**src/rtl/commit_monitor.sv**
```systemverilog
// Commit-stream monitor: cycle/retire counters, PC continuity check,
// commit watchdog and a circular trace of recently retired PCs.
module commit_monitor #(
  parameter int WATCHDOG_CYCLES = 1000,
  parameter int TRACE_DEPTH     = 8,
  parameter int CNT_W           = 32
) (
  input  logic                           clk,
  input  logic                           rst,
  input  logic                           commit,
  input  logic [31:0]                    commit_pc,
  input  logic [31:0]                    commit_pre_pc,
  input  logic                           trace_rd_en,
  output logic [31:0]                    trace_rd_data,
  output logic                           trace_empty,
  output logic [$clog2(TRACE_DEPTH):0]   trace_count,
  output logic [CNT_W-1:0]               cycle_cnt,
  output logic [CNT_W-1:0]               instr_cnt,
  output logic                           flow_err,
  output logic [31:0]                    flow_err_pc,
  output logic [31:0]                    flow_err_expect,
  output logic                           hang,
  output logic [1:0]                     state_o
);

  localparam int AW = $clog2(TRACE_DEPTH);
  localparam int CW = AW + 1;
  localparam int WW = $clog2(WATCHDOG_CYCLES) + 1;

  typedef enum logic [1:0] {
    IDLE = 2'd0,
    RUN  = 2'd1,
    ERR  = 2'd2,
    HANG = 2'd3
  } state_t;

  state_t          state;
  logic [AW-1:0]   head;
  logic [AW-1:0]   tail;
  logic [CW-1:0]   count;
  logic [31:0]     mem [TRACE_DEPTH];
  logic [WW-1:0]   wd_cnt;
  logic [31:0]     exp_pc;

  logic active;
  logic wr;
  logic rd;
  logic full;

  assign active = (state == IDLE) || (state == RUN);
  assign wr     = active && commit;
  assign rd     = trace_rd_en && (count != '0);
  assign full   = (count == CW'(TRACE_DEPTH));

  always_ff @(posedge clk) begin
    if (rst) begin
      state           <= IDLE;
      head            <= '0;
      tail            <= '0;
      count           <= '0;
      wd_cnt          <= '0;
      exp_pc          <= '0;
      cycle_cnt       <= '0;
      instr_cnt       <= '0;
      flow_err        <= 1'b0;
      flow_err_pc     <= '0;
      flow_err_expect <= '0;
      hang            <= 1'b0;
    end else begin
      cycle_cnt <= cycle_cnt + CNT_W'(1);
      if (commit) begin
        instr_cnt <= instr_cnt + CNT_W'(1);
        exp_pc    <= commit_pre_pc;
      end

      // A write into a full buffer without a pop drops the oldest entry.
      if (wr)
        tail <= tail + AW'(1);
      if (rd || (wr && full))
        head <= head + AW'(1);
      if (wr && !rd && !full)
        count <= count + CW'(1);
      else if (rd && !wr)
        count <= count - CW'(1);

      case (state)
        IDLE, RUN: begin
          if (commit) begin
            wd_cnt <= '0;
            if (state == RUN && commit_pc != exp_pc) begin
              flow_err        <= 1'b1;
              flow_err_pc     <= commit_pc;
              flow_err_expect <= exp_pc;
              state           <= ERR;
            end else begin
              state <= RUN;
            end
          end else if (wd_cnt == WW'(WATCHDOG_CYCLES - 1)) begin
            hang  <= 1'b1;
            state <= HANG;
          end else begin
            wd_cnt <= wd_cnt + WW'(1);
          end
        end
        default: ;
      endcase
    end
  end

  // Storage needs no reset: stale slots are masked by the pointers.
  always_ff @(posedge clk) begin
    if (wr)
      mem[tail] <= commit_pc;
  end

  assign trace_empty   = (count == '0);
  assign trace_count   = count;
  assign trace_rd_data = trace_empty ? 32'd0 : mem[head];
  assign state_o       = state;

endmodule

```
**config.mk**
```make
export PLATFORM = sky130hd
export DESIGN_NAME = commit_monitor
export DESIGN_NICKNAME = d
export VERILOG_FILES = /design/src/rtl/commit_monitor.sv
export SDC_FILE = /design/constraint.sdc
export NUM_CORES = 1
export LEC_CHECK = 0
export CAP_MARGIN = 10
export CORE_MARGIN = 1
export CORE_UTILIZATION = 60
export DETAILED_ROUTE_END_ITERATION = 10
export DONT_BUFFER_PORTS = 1
export PLACE_DENSITY = 0.77
export SYNTH_ARGS = -nofsm -noshare
export SYNTH_HDL_FRONTEND = slang
export SYNTH_SLANG_ARGS = --single-unit
```
**constraint.sdc**
```tcl
create_clock -name clk -period 13.5 [get_ports clk]
set_clock_uncertainty 0.1 [all_clocks]
set_input_delay 0.675 -clock clk [delete_from_list [all_inputs] [get_ports clk]]
set_output_delay 0.675 -clock clk [all_outputs]
set_load 0.1 [all_outputs]
```
# Word-level counts from Yosys, hierarchy flattened
# Memories as Yosys holds them, arrays and structs flattened. A register that Yosys moved wholly into a read port is not among the register bits.
# Cells that the tools add are included.
# word_totals
romBits	0
memories	1
latchBits	0
ff_bits	185
input_bits	68
elab_cells	60
output_inout_bits	169
mem_bits_rw	256
# op_classes
magnitude_cmp	0
div	0
n_reduce_logical	22
n_bitwise	1
mul	0
n_mux	12
add_sub_neg	7
n_shift	0
n_eq_ne	5
# mem_list
memory	words	width	rd	rd_clocked_by_memory_dff	wr	line	source
mem	8	32	1	1	1	41	logic [31:0] mem [TRACE_DEPTH];
# ops
op	n
$add 32x1->32 const B	2
$mux 32	1
$ne 32x32->1	1
$mux 11	2
$add 11x1->11 const B	1
$eq 11x10->1 const B	1
$mux 4	2
$logic_and 1x1->1	7
$add 3x1->3 const B	2
$mux 2	3
$mux 3	2
$reduce_and 3->1	2
$add 4x1->4 const B	1
$eq 4x4->1 const B	1
$logic_not 4->1	1
$reduce_and 2->1	2
$reduce_bool 2->1	2
$reduce_bool 4->1	1
$sub 4x1->4 const B	1
$logic_not 1->1	3
$eq 2x1->1 const B	1
$logic_not 2->1	1
$logic_or 1x1->1	2
$mux 1	2
3 further kinds	3

# Depth between registers and ports, before layout
# Gate-level depths: netlist of the first run.
# logic_depth
depth_word	7
ltp_mapped	11

# Least setup slack after synthesis of the first run
# Ideal clock, no wire load.
# synth_path
kind	reg-to-reg
from	register state[1] (netlist: state_o[1])
to	memory mem[0][0], enable pin
path_buffers	1
arrival_ps	4176
stages_incl_launch_ff	4
slack_ps	8722
setup_ps	501
cell_sequence	dfxtp_1 -> nand2b_1 -> buf_2 -> nor4_1
# synth_via
elab_chain_cells	5
# synth_lines
item	line	source
start: declaration	37	state_t state;
start signal: assignment	57	state <= IDLE;
start signal: assignment	94	state <= ERR;
start signal: assignment	96	state <= RUN;
$eq 2x1->1 / $logic_not 2->1 (equally long branches)	50	assign active = (state == IDLE) || (state == RUN);
$logic_or 1x1->1 (*)	50	
$logic_and 1x1->1 (*)	51	assign wr = active && commit;
$mux 1 (*)	112	if (wr)
$mux 1 (implied by the code) (*)	113	mem[tail] <= commit_pc;
end: declaration	41	
# Mark *: on every way between the ends. The rest lies on a longest branch, timed or not.

==> results of run 1 <==
registers in the layout, summed over array words and instances, names as in the netlist, 4 cells and up, named ones only:
name             flops
flow_err_pc         32
instr_cnt           32
cycle_cnt           32
exp_pc              32
wd_cnt              11
mem                256
flow_err_expect     32
trace_count          4
path summary, 6_finish.rpt:
kind / from / end / slack [ns] / cells past startpoint
worst min register to register: exp_pc[28] / flow_err_expect[28] / 0.41 / 2
worst max-delay path: flop / trace_rd_data[17] / 9.43 / 4
worst min-delay path: rst / exp_pc[29] / 0.11 / 1
worst max register to register: state_o[1] / trace_count[3] / 10.23 / 9
area by class of cell:
cell class              count  area share
flip-flops and latches    444       0.575
multi-input cells         771       0.320
clock buffers              57      0.0618
well taps                 390      0.0245
clock inverters            24     0.00916
repair buffers             21     0.00791
inverters                  12     0.00226
per-stage QoR:
step	power (mW)	cell area (µm²)	std cells	hold slack, ns	util
after CTS	3.86	19900	1719	0.0964	0.673
after detailed placement	2.67	18500	1638	0.392	0.625
after global placement	2.65	18500	1638	0.370	0.625
after global routing	3.95	19900	1719	0.101	0.673
final	3.82	19900	1719	0.114	0.673
after floorplan	2.54	18000	1298	0.372	-
metal layers:
layer / vias to the layer above / wire (µm) / GRT usage
met5: - / 17 / 0
met2: 337 / 18100 / 0.402
li1: 4684 / - / -
met3: 67 / 3030 / 0.0740
met1: 4946 / 15900 / 0.328
met4: 2 / 982 / 0.0754
report_power, final:
part           switching, mW  internal [mW]
clock network          0.500          0.685
logic                  0.803          0.243
registers              0.108           1.48
total                   1.41           2.41
cell families (layout without fill, tap and decap cells):
group | Yosys count | count (layout) | synth area share
AO/OA/AOI/OAI | 31 | 31 | 0.0114
XOR/XNOR | 103 | 103 | 0.0500
adder cells (fa/ha/maj) | 8 | 8 | 0.00596
buffers and inverters | 83 | 114 | 0.0197
flip-flops | 444 | 444 | 0.634
multiplexers | 195 | 195 | 0.153
AND/OR/NAND/NOR | 434 | 434 | 0.126
cell usage in the layout (no fill, tap or decap), types with 3 or more instances in the layout:
cell type / count
a21oi_1: 16
and2_1: 3
and3_1: 13
and4_1: 6
buf_4: 21
clkbuf_1: 7
clkbuf_16: 46
clkbuf_8: 4
clkinv_1: 6
clkinv_2: 10
dfxtp_1: 185
edfxtp_1: 256
ha_1: 7
inv_1: 12
inv_6: 3
mux2i_1: 131
mux4_2: 64
nand2_1: 24
nand2b_1: 132
nand3_1: 21
nand4_1: 37
nor2_1: 115
nor2_2: 35
nor3_1: 16
nor3_2: 4
nor4_1: 11
o21ai_0: 8
or3_1: 6
xnor2_1: 21
xor2_1: 82
==> results.py, run 1 <==
metrics = {
    "run_status": {
        "status": "completed",
    },
    "clock_tree": {
        "post_cts_buffers": 0,
        "cts_hold_buf": 0,
        "numCtsBuffers": 45,
        "clk_path_buf_depth": 3,
        "ctsRootBufferMaster": "clkbuf_16",
        "cts_resized": 0,
        "clock_sinks": 444,
        "htree_levels": 2,
        "clock_latency_ns": 0.53,
        "path_clk_slew_ns": 0.06,
        "cts_tree": "yes",
    },
    "routing": {
        "drt_pass1_iterations": 4,
        "wl_per_cell_um": 22.1,
        "totalWireLength_mm": 38.0,
        "drt-initial-drc-count": 772,
        "antenna_left": 0,
        "drc": 0,
        "via_per_inst": 5.84,
        "via_count": 10000,
    },
    "timing": {
        "finalCritPeriodShare": 0.301,
        "final.min_clock_period_ns": 4.07,
        "drv_slew": 0,
        "fin_tns_setup_ns": 0,
        "relSlewSlack": 0.230,
        "max_freq_mhz": 246,
        "timing_hold_violations_final": 0,
        "setup_viol": 0,
        "rsz0062_at_grt": "false",
        "worst_slack_ns": 9.43,
        "worst_pin_slew_ns": 1.15,
    },
    "run": {
        "drv_cap": 0,
    },
    "critical_path": {
        "slowest_stage": "nor2_2",
        "cpPeakStageDelay_ns": 0.85,
        "arrival_ns": 3.29,
        "path_cells": "buf_4 -> mux4_2 -> mux2i_1 -> nor2_2",
        "end_kind": "output pin",
        "timing.critical_path.buf_inv": 1,
        "crit_path_max_fanout": 48,
        "crit_family": "simple AND/OR/NAND/NOR gates",
        "critical_path_class": "flop to output pin",
        "cp_data_required_time_ns": 12.73,
        "worst_setup_path_start_kind": "flop",
    },
    "floorplan": {
        "die_area_mm2": 0.0308,
        "io_pins": 237,
        "row_count": 63,
        "die_w_um": 175,
        "start_util": 0.609,
        "core_mm2": 0.0296,
        "die-height_um": 175,
    },
    "layout": {
        "drive_above_1_share": 0.154,
        "antenna_cells": 0,
        "regArea_mm2": 0.0115,
        "area_growth_pct": 10.5,
        "multiInputGateArea_mm2": 0.00637,
        "fill_cells": 2068,
        "fin_nets": 1371,
    },
    "logic_synthesis": {
        "synth_top_area_frac": 0.426,
        "async_flop_share": 0,
        "syn-cell-area_mm2": 0.0180,
        "ys_top_cells_by_count": "edfxtp_1 (256), dfxtp_1 (188), nor2_1 (150), nand2b_1 (132), mux2i_1 (131)",
        "synth_edf_count": 256,
        "synth.most_common_cell": "edfxtp_1",
        "ys_top_cells_by_area": "edfxtp_1 (43%), dfxtp_1 (21%), mux4_2 (8.0%), mux2i_1 (7.3%), nand2b_1 (4.6%)",
        "ys.flop_type": "edfxtp_1",
        "synth_area_per_cell_um2": 13.9,
        "synth-seq-cells": 444,
        "syn_inst": 1298,
        "ys_types": 41,
        "synth-seq-area-share": 0.634,
        "syn_nets": 1374,
        "yosysTopAreaCell": "edfxtp_1",
        "yosys_warnings": 0,
    },
    "min_path": {
        "min_path_type": "input pin to flop",
    },
    "global_routing": {
        "grt_remaining_overflow": 0,
        "grt_max_degree": 243,
        "grt_pass1_wl_mm": 58.3,
        "grt_pass1_vias": 10200,
        "antenna_found_initial": 1,
        "grt_use_total": 0.250,
    },
    "power": {
        "p_leak_nw": 6.66,
        "power_density_mw_per_mm2": 192,
        "vdd_drop_max_v": 0.000125,
    },
    "placement": {
        "post-place-ws_ns": 9.91,
        "portBuffers": 0,
        "dp_hpwl_mm": 23.0,
        "gp_congestion": 0.803,
    },
}
Note: power is estimated with default switching activity, not from simulation.
==> run 2: changes to the inputs <==
Clock period 13.5 ns to 4.1 ns, I/O delays scaled along.
==> results.py, run 2 (synthesis gave the netlist of run 1 again) <==
metrics = {
    "global_routing": {
        "met1_usage": 0.375,
        "antenna_found_initial": 3,
        "met2_usage": 0.453,
        "grt_remaining_overflow": 0,
        "grt_use_met3": 0.0868,
        "grt_pass1_vias": 11000,
        "top_usage_layer": "met2",
        "grt_max_degree": 242,
        "grt_use_total": 0.284,
        "grt_pass1_wl_mm": 65.3,
    },
    "placement": {
        "portBuffers": 0,
        "dp_hpwl_mm": 24.2,
        "gp_congestion": 0.813,
        "post-place-ws_ns": 1.26,
    },
    "timing": {
        "drv_slew": 0,
        "max_freq_mhz": 310,
        "fin_tns_setup_ns": 0,
        "setup_viol": 0,
        "worst_slack_ns": 0.876,
        "relSlewSlack": 0.251,
        "rsz0062_at_grt": "false",
        "worst_pin_slew_ns": 1.12,
        "timing_hold_violations_final": 0,
        "final.min_clock_period_ns": 3.22,
        "finalCritPeriodShare": 0.786,
    },
    "clock_tree": {
        "htree_levels": 2,
        "clock_latency_ns": 0.55,
        "numCtsBuffers": 45,
        "cts_tree": "yes",
        "clock_sinks": 444,
        "ctsRootBufferMaster": "clkbuf_16",
        "clk_path_buf_depth": 3,
        "cts_hold_buf": 84,
        "path_clk_slew_ns": 0.06,
        "cts_resized": 0,
        "post_cts_buffers": 0,
    },
    "layout": {
        "final_common_cell": "edfxtp_1",
        "top_register": "mem",
        "area_growth_pct": 20.4,
        "drive_above_1_share": 0.203,
        "multiInputGateArea_mm2": 0.00638,
        "fin_nets": 1545,
        "regArea_mm2": 0.0115,
        "final_cell_mix": "edfxtp_1 (256), dfxtp_1 (185), nand2b_1 (132)",
        "largest_reg_flops": 256,
        "fill_cells": 1889,
    },
    "power": {
        "p_clk_frac": 0.325,
        "seqPwrFrac": 0.383,
        "p_leak_nw": 7.61,
        "p_total_mw": 13.7,
        "vdd_drop_max_v": 0.000354,
        "power_density_mw_per_mm2": 631,
        "netSwitchingFraction": 0.361,
        "p_comb_frac": 0.292,
        "p_int_mw": 8.76,
        "switchingPower_mw": 4.95,
    },
    "floorplan": {
        "die_area_mm2": 0.0308,
        "die-height_um": 175,
        "core_mm2": 0.0296,
        "row_count": 63,
        "start_util": 0.609,
        "die_w_um": 175,
        "io_pins": 237,
    },
    "routing": {
        "via_count": 11200,
        "drt-initial-drc-count": 870,
        "totalWireLength_mm": 43.3,
        "drc": 0,
        "antenna_left": 0,
        "drt_pass1_iterations": 5,
        "wl_per_cell_um": 22.8,
        "via_per_inst": 5.88,
    },
    "min_path": {
        "holdPathEnd": "exp_pc[29]",
        "hp-start": "rst",
        "hold_depth": 2,
        "min_path_type": "input pin to flop",
    },
    "critical_path": {
        "r2r-end": "trace_count[3]",
        "end_kind": "output pin",
        "worst_setup_path_start_kind": "flop",
        "rr_startpoint": "trace_count[3]",
        "crit_path_max_fanout": 36,
        "slowest_stage": "buf_4",
        "worstRegToRegCells": 8,
        "critical_path_class": "flop to output pin",
        "cp_data_required_time_ns": 3.80,
        "path_cells": "nor4_4 -> buf_4 -> nor2_2 -> buf_4",
        "reg2reg_slack_ns": 1.20,
        "arrival_ns": 2.92,
        "cpMostUsedCell": "buf_4",
        "cpPeakStageDelay_ns": 0.70,
    },
    "run_status": {
        "status": "completed",
    },
    "run": {
        "drv_cap": 0,
    },
}
## run 2: layout make-up
type	count	area share
diodes	2	0.000230
multi-input cells	771	0.294
clock buffers	63	0.0614
clock inverters	21	0.0144
well taps	390	0.0224
inverters	12	0.00207
flip-flops and latches	444	0.527
repair buffers	195	0.0789
## run 2: worst max path at each step
stage / startpoint / end / cells past startpoint
after global routing: flop / trace_rd_data[19] / 5
after floorplan: state_o[1] / mem[4][0] / 4
after global placement: trace_count[3] / trace_count[3] / 8
final: trace_count[3] / trace_rd_data[28] / 4
after detailed placement: trace_count[3] / trace_count[3] / 8
after CTS: trace_count[3] / trace_rd_data[26] / 4
## run 2: power groups by stage
stage          Combinational [mW]  Clock, mW  Sequential, mW
3_5_place_dp                 3.81          0            5.35
6_report                     4.01       4.45            5.25
3_3_place_gp                 3.77          0            5.34
4_1_cts                      4.01       4.49            5.25
2_1_floorplan                3.00          0            5.35
5_1_grt                      4.17       4.68            5.28
## run 2: stage by stage
| step | hold slack, ns | std cells | area [µm²] | utilization |
|---|---|---|---|---|
| 2_1_floorplan | 0.204 | 1298 | 18100 | - |
| 3_3_place_gp | 0.190 | 1728 | 19200 | 0.648 |
| 3_5_place_dp | 0.188 | 1728 | 19200 | 0.648 |
| 4_1_cts | 0.0971 | 1896 | 21700 | 0.733 |
| 5_1_grt | 0.0815 | 1897 | 21700 | 0.733 |
| 6_report | 0.0337 | 1898 | 21700 | 0.733 |
## run 2: critical path: cells and delay by family, from the launching register on
family        cells  cell delay (ns)
buf+inv           2             0.98
simple gates      2             0.57
flops             1             0.69
## run 2: routing by layer
layer  routed length (µm)  vias up
li1                     -     5053
met1                17300     5548
met2                20500      479
met3                 4250       83
met4                 1280        0
met5                    0        -
==> run 3: changes to the inputs <==
Settings changed: CORE_UTILIZATION 60 to 57, PLACE_DENSITY 0.77 to 0.76.
Clock period 4.1 ns to 2.95 ns, I/O delays scaled along.
==> results.py, run 3 (synthesis gave the netlist of run 1 again) <==
metrics = {
    "run_status": {
        "status": "complete, but fails checks",
        "violations": "DRC",
    },
    "placement": {
        "dp_hpwl_mm": 25.7,
        "place_area_mm2": 0.0198,
        "portBuffers": 0,
        "gp_congestion": 0.824,
    },
    "critical_path": {
        "cpMostUsedCell": "buf_4",
        "worst_setup_path_start_kind": "flop",
        "cpPeakStageDelay_ns": 0.55,
        "path_cells": "buf_4 -> mux4_2 -> mux2i_1 -> nor2_2 -> buf_4",
        "crit_family": "multiplexers",
        "cp_data_required_time_ns": 2.70,
        "critical_path_class": "flop to output pin",
        "crit_path_max_fanout": 18,
        "timing.critical_path.buf_inv": 2,
        "end_kind": "output pin",
        "slowest_stage": "mux4_2",
        "arrival_ns": 2.55,
    },
    "routing": {
        "via_per_inst": 5.77,
        "via_count": 11300,
        "drc": 8,
        "antenna_left": 0,
        "drt-initial-drc-count": 895,
        "routed.top_layer": "met5",
        "wl_met1_mm": 17.3,
        "wl_per_cell_um": 22.4,
        "totalWireLength_mm": 43.7,
        "drt_pass1_iterations": 8,
        "wl_met3_mm": 4.35,
        "route.met2.wl_mm": 20.9,
    },
    "clock_tree": {
        "clock_sinks": 444,
        "numCtsBuffers": 44,
        "cts_tree": "yes",
        "clk_path_buf_depth": 3,
        "post_cts_buffers": 0,
        "ctsRootBufferMaster": "clkbuf_16",
        "htree_levels": 2,
        "path_clk_slew_ns": 0.06,
        "clock_latency_ns": 0.55,
        "cts_resized": 0,
    },
    "floorplan": {
        "die_w_um": 180,
        "io_pins": 237,
        "row_count": 64,
        "die-height_um": 180,
        "die_area_mm2": 0.0324,
        "start_util": 0.584,
        "core_mm2": 0.0309,
    },
    "power": {
        "p_leak_nw": 7.93,
        "netSwitchingFraction": 0.364,
        "seqPwrFrac": 0.372,
        "vdd_drop_max_v": 0.000800,
        "p_clk_frac": 0.304,
        "p_int_mw": 12.1,
        "power_density_mw_per_mm2": 856,
        "switchingPower_mw": 6.93,
        "p_total_mw": 19.0,
        "p_comb_frac": 0.324,
    },
    "run": {
        "drv_cap": 0,
    },
    "layout": {
        "largest_reg_flops": 256,
        "final_common_cell": "edfxtp_1",
        "drive_above_1_share": 0.217,
        "final_cell_mix": "edfxtp_1 (256), dfxtp_1 (183), buf_4 (136)",
        "top_register": "mem",
        "stdcell_area_mm2": 0.0222,
        "fill_cells": 1985,
        "fin_nets": 1595,
        "area_growth_pct": 23.2,
    },
    "global_routing": {
        "grt_pass1_vias": 11400,
        "grt_remaining_overflow": 0,
        "grt_pass1_wl_mm": 66.5,
        "grt_use_total": 0.272,
        "grt_max_degree": 209,
        "antenna_found_initial": 5,
    },
    "timing": {
        "worst_pin_slew_ns": 1.14,
        "rsz0062_at_grt": "false",
        "fin_tns_setup_ns": 0,
        "final.min_clock_period_ns": 2.80,
        "setup_viol": 0,
        "relSlewSlack": 0.239,
        "finalCritPeriodShare": 0.947,
        "max_freq_mhz": 358,
        "timing_hold_violations_final": 0,
        "drv_slew": 0,
    },
    "min_path": {
        "min_path_type": "input pin to flop",
    },
}
-- run 3: final timing paths --
path / start / slack (ns) / depth (start not counted) / to
setup / recovery: flop / 0.15 / 5 / trace_rd_data[2]
hold / removal: rst / 0.02 / 2 / cycle_cnt[8]
setup reg to reg: trace_count[0] / 0.22 / 7 / flop
hold reg to reg: hang / 0.37 / 2 / hang
-- run 3: per-stage QoR --
step / utilization / setup slack, ns / hold slack [ns] / instances
CTS: 0.719 / 0.115 / 0.0158 / 1951
global placement: 0.639 / 0.527 / 0.132 / 1774
detailed placement: 0.639 / 0.498 / 0.138 / 1774
finish: 0.720 / 0.155 / 0.0187 / 1953
floorplan: - / -0.970 / 0.146 / 1298
global route: 0.720 / 0.0146 / 0.0735 / 1953
-- run 3: power by group through the flow --
stage | clock [mW] | combinational, mW | sequential, mW
floorplan | 0 | 4.42 | 7.44
global placement | 0 | 5.89 | 7.20
detailed placement | 0 | 5.95 | 7.22
CTS | 5.86 | 6.20 | 7.09
global route | 6.11 | 6.41 | 7.11
finish | 5.79 | 6.17 | 7.09
-- run 3: cell type report --
class | count | area [µm²] | area share
Timing Repair Buffer | 246 | 2290 | 0.103
Antenna cell | 2 | 5.00 | 0.000225
Inverter | 12 | 45.0 | 0.00203
Multi-Input combinational cell | 771 | 6430 | 0.289
Tap cell | 396 | 495 | 0.0223
Clock inverter | 19 | 250 | 0.0113
Sequential cell | 444 | 11500 | 0.515
Clock buffer | 63 | 1260 | 0.0568
-- run 3: what timing repair did --
item                       CTS  global route
hold endpoints to repair   444             0
setup endpoints to repair    0             0
hold buffers                95             0
-- run 3: per-layer routing --
layer,vias to the layer above,global-route usage
li1,5154,-
met1,5570,0.351
met2,464,0.447
met3,78,0.0778
met4,2,0.0817
met5,-,0
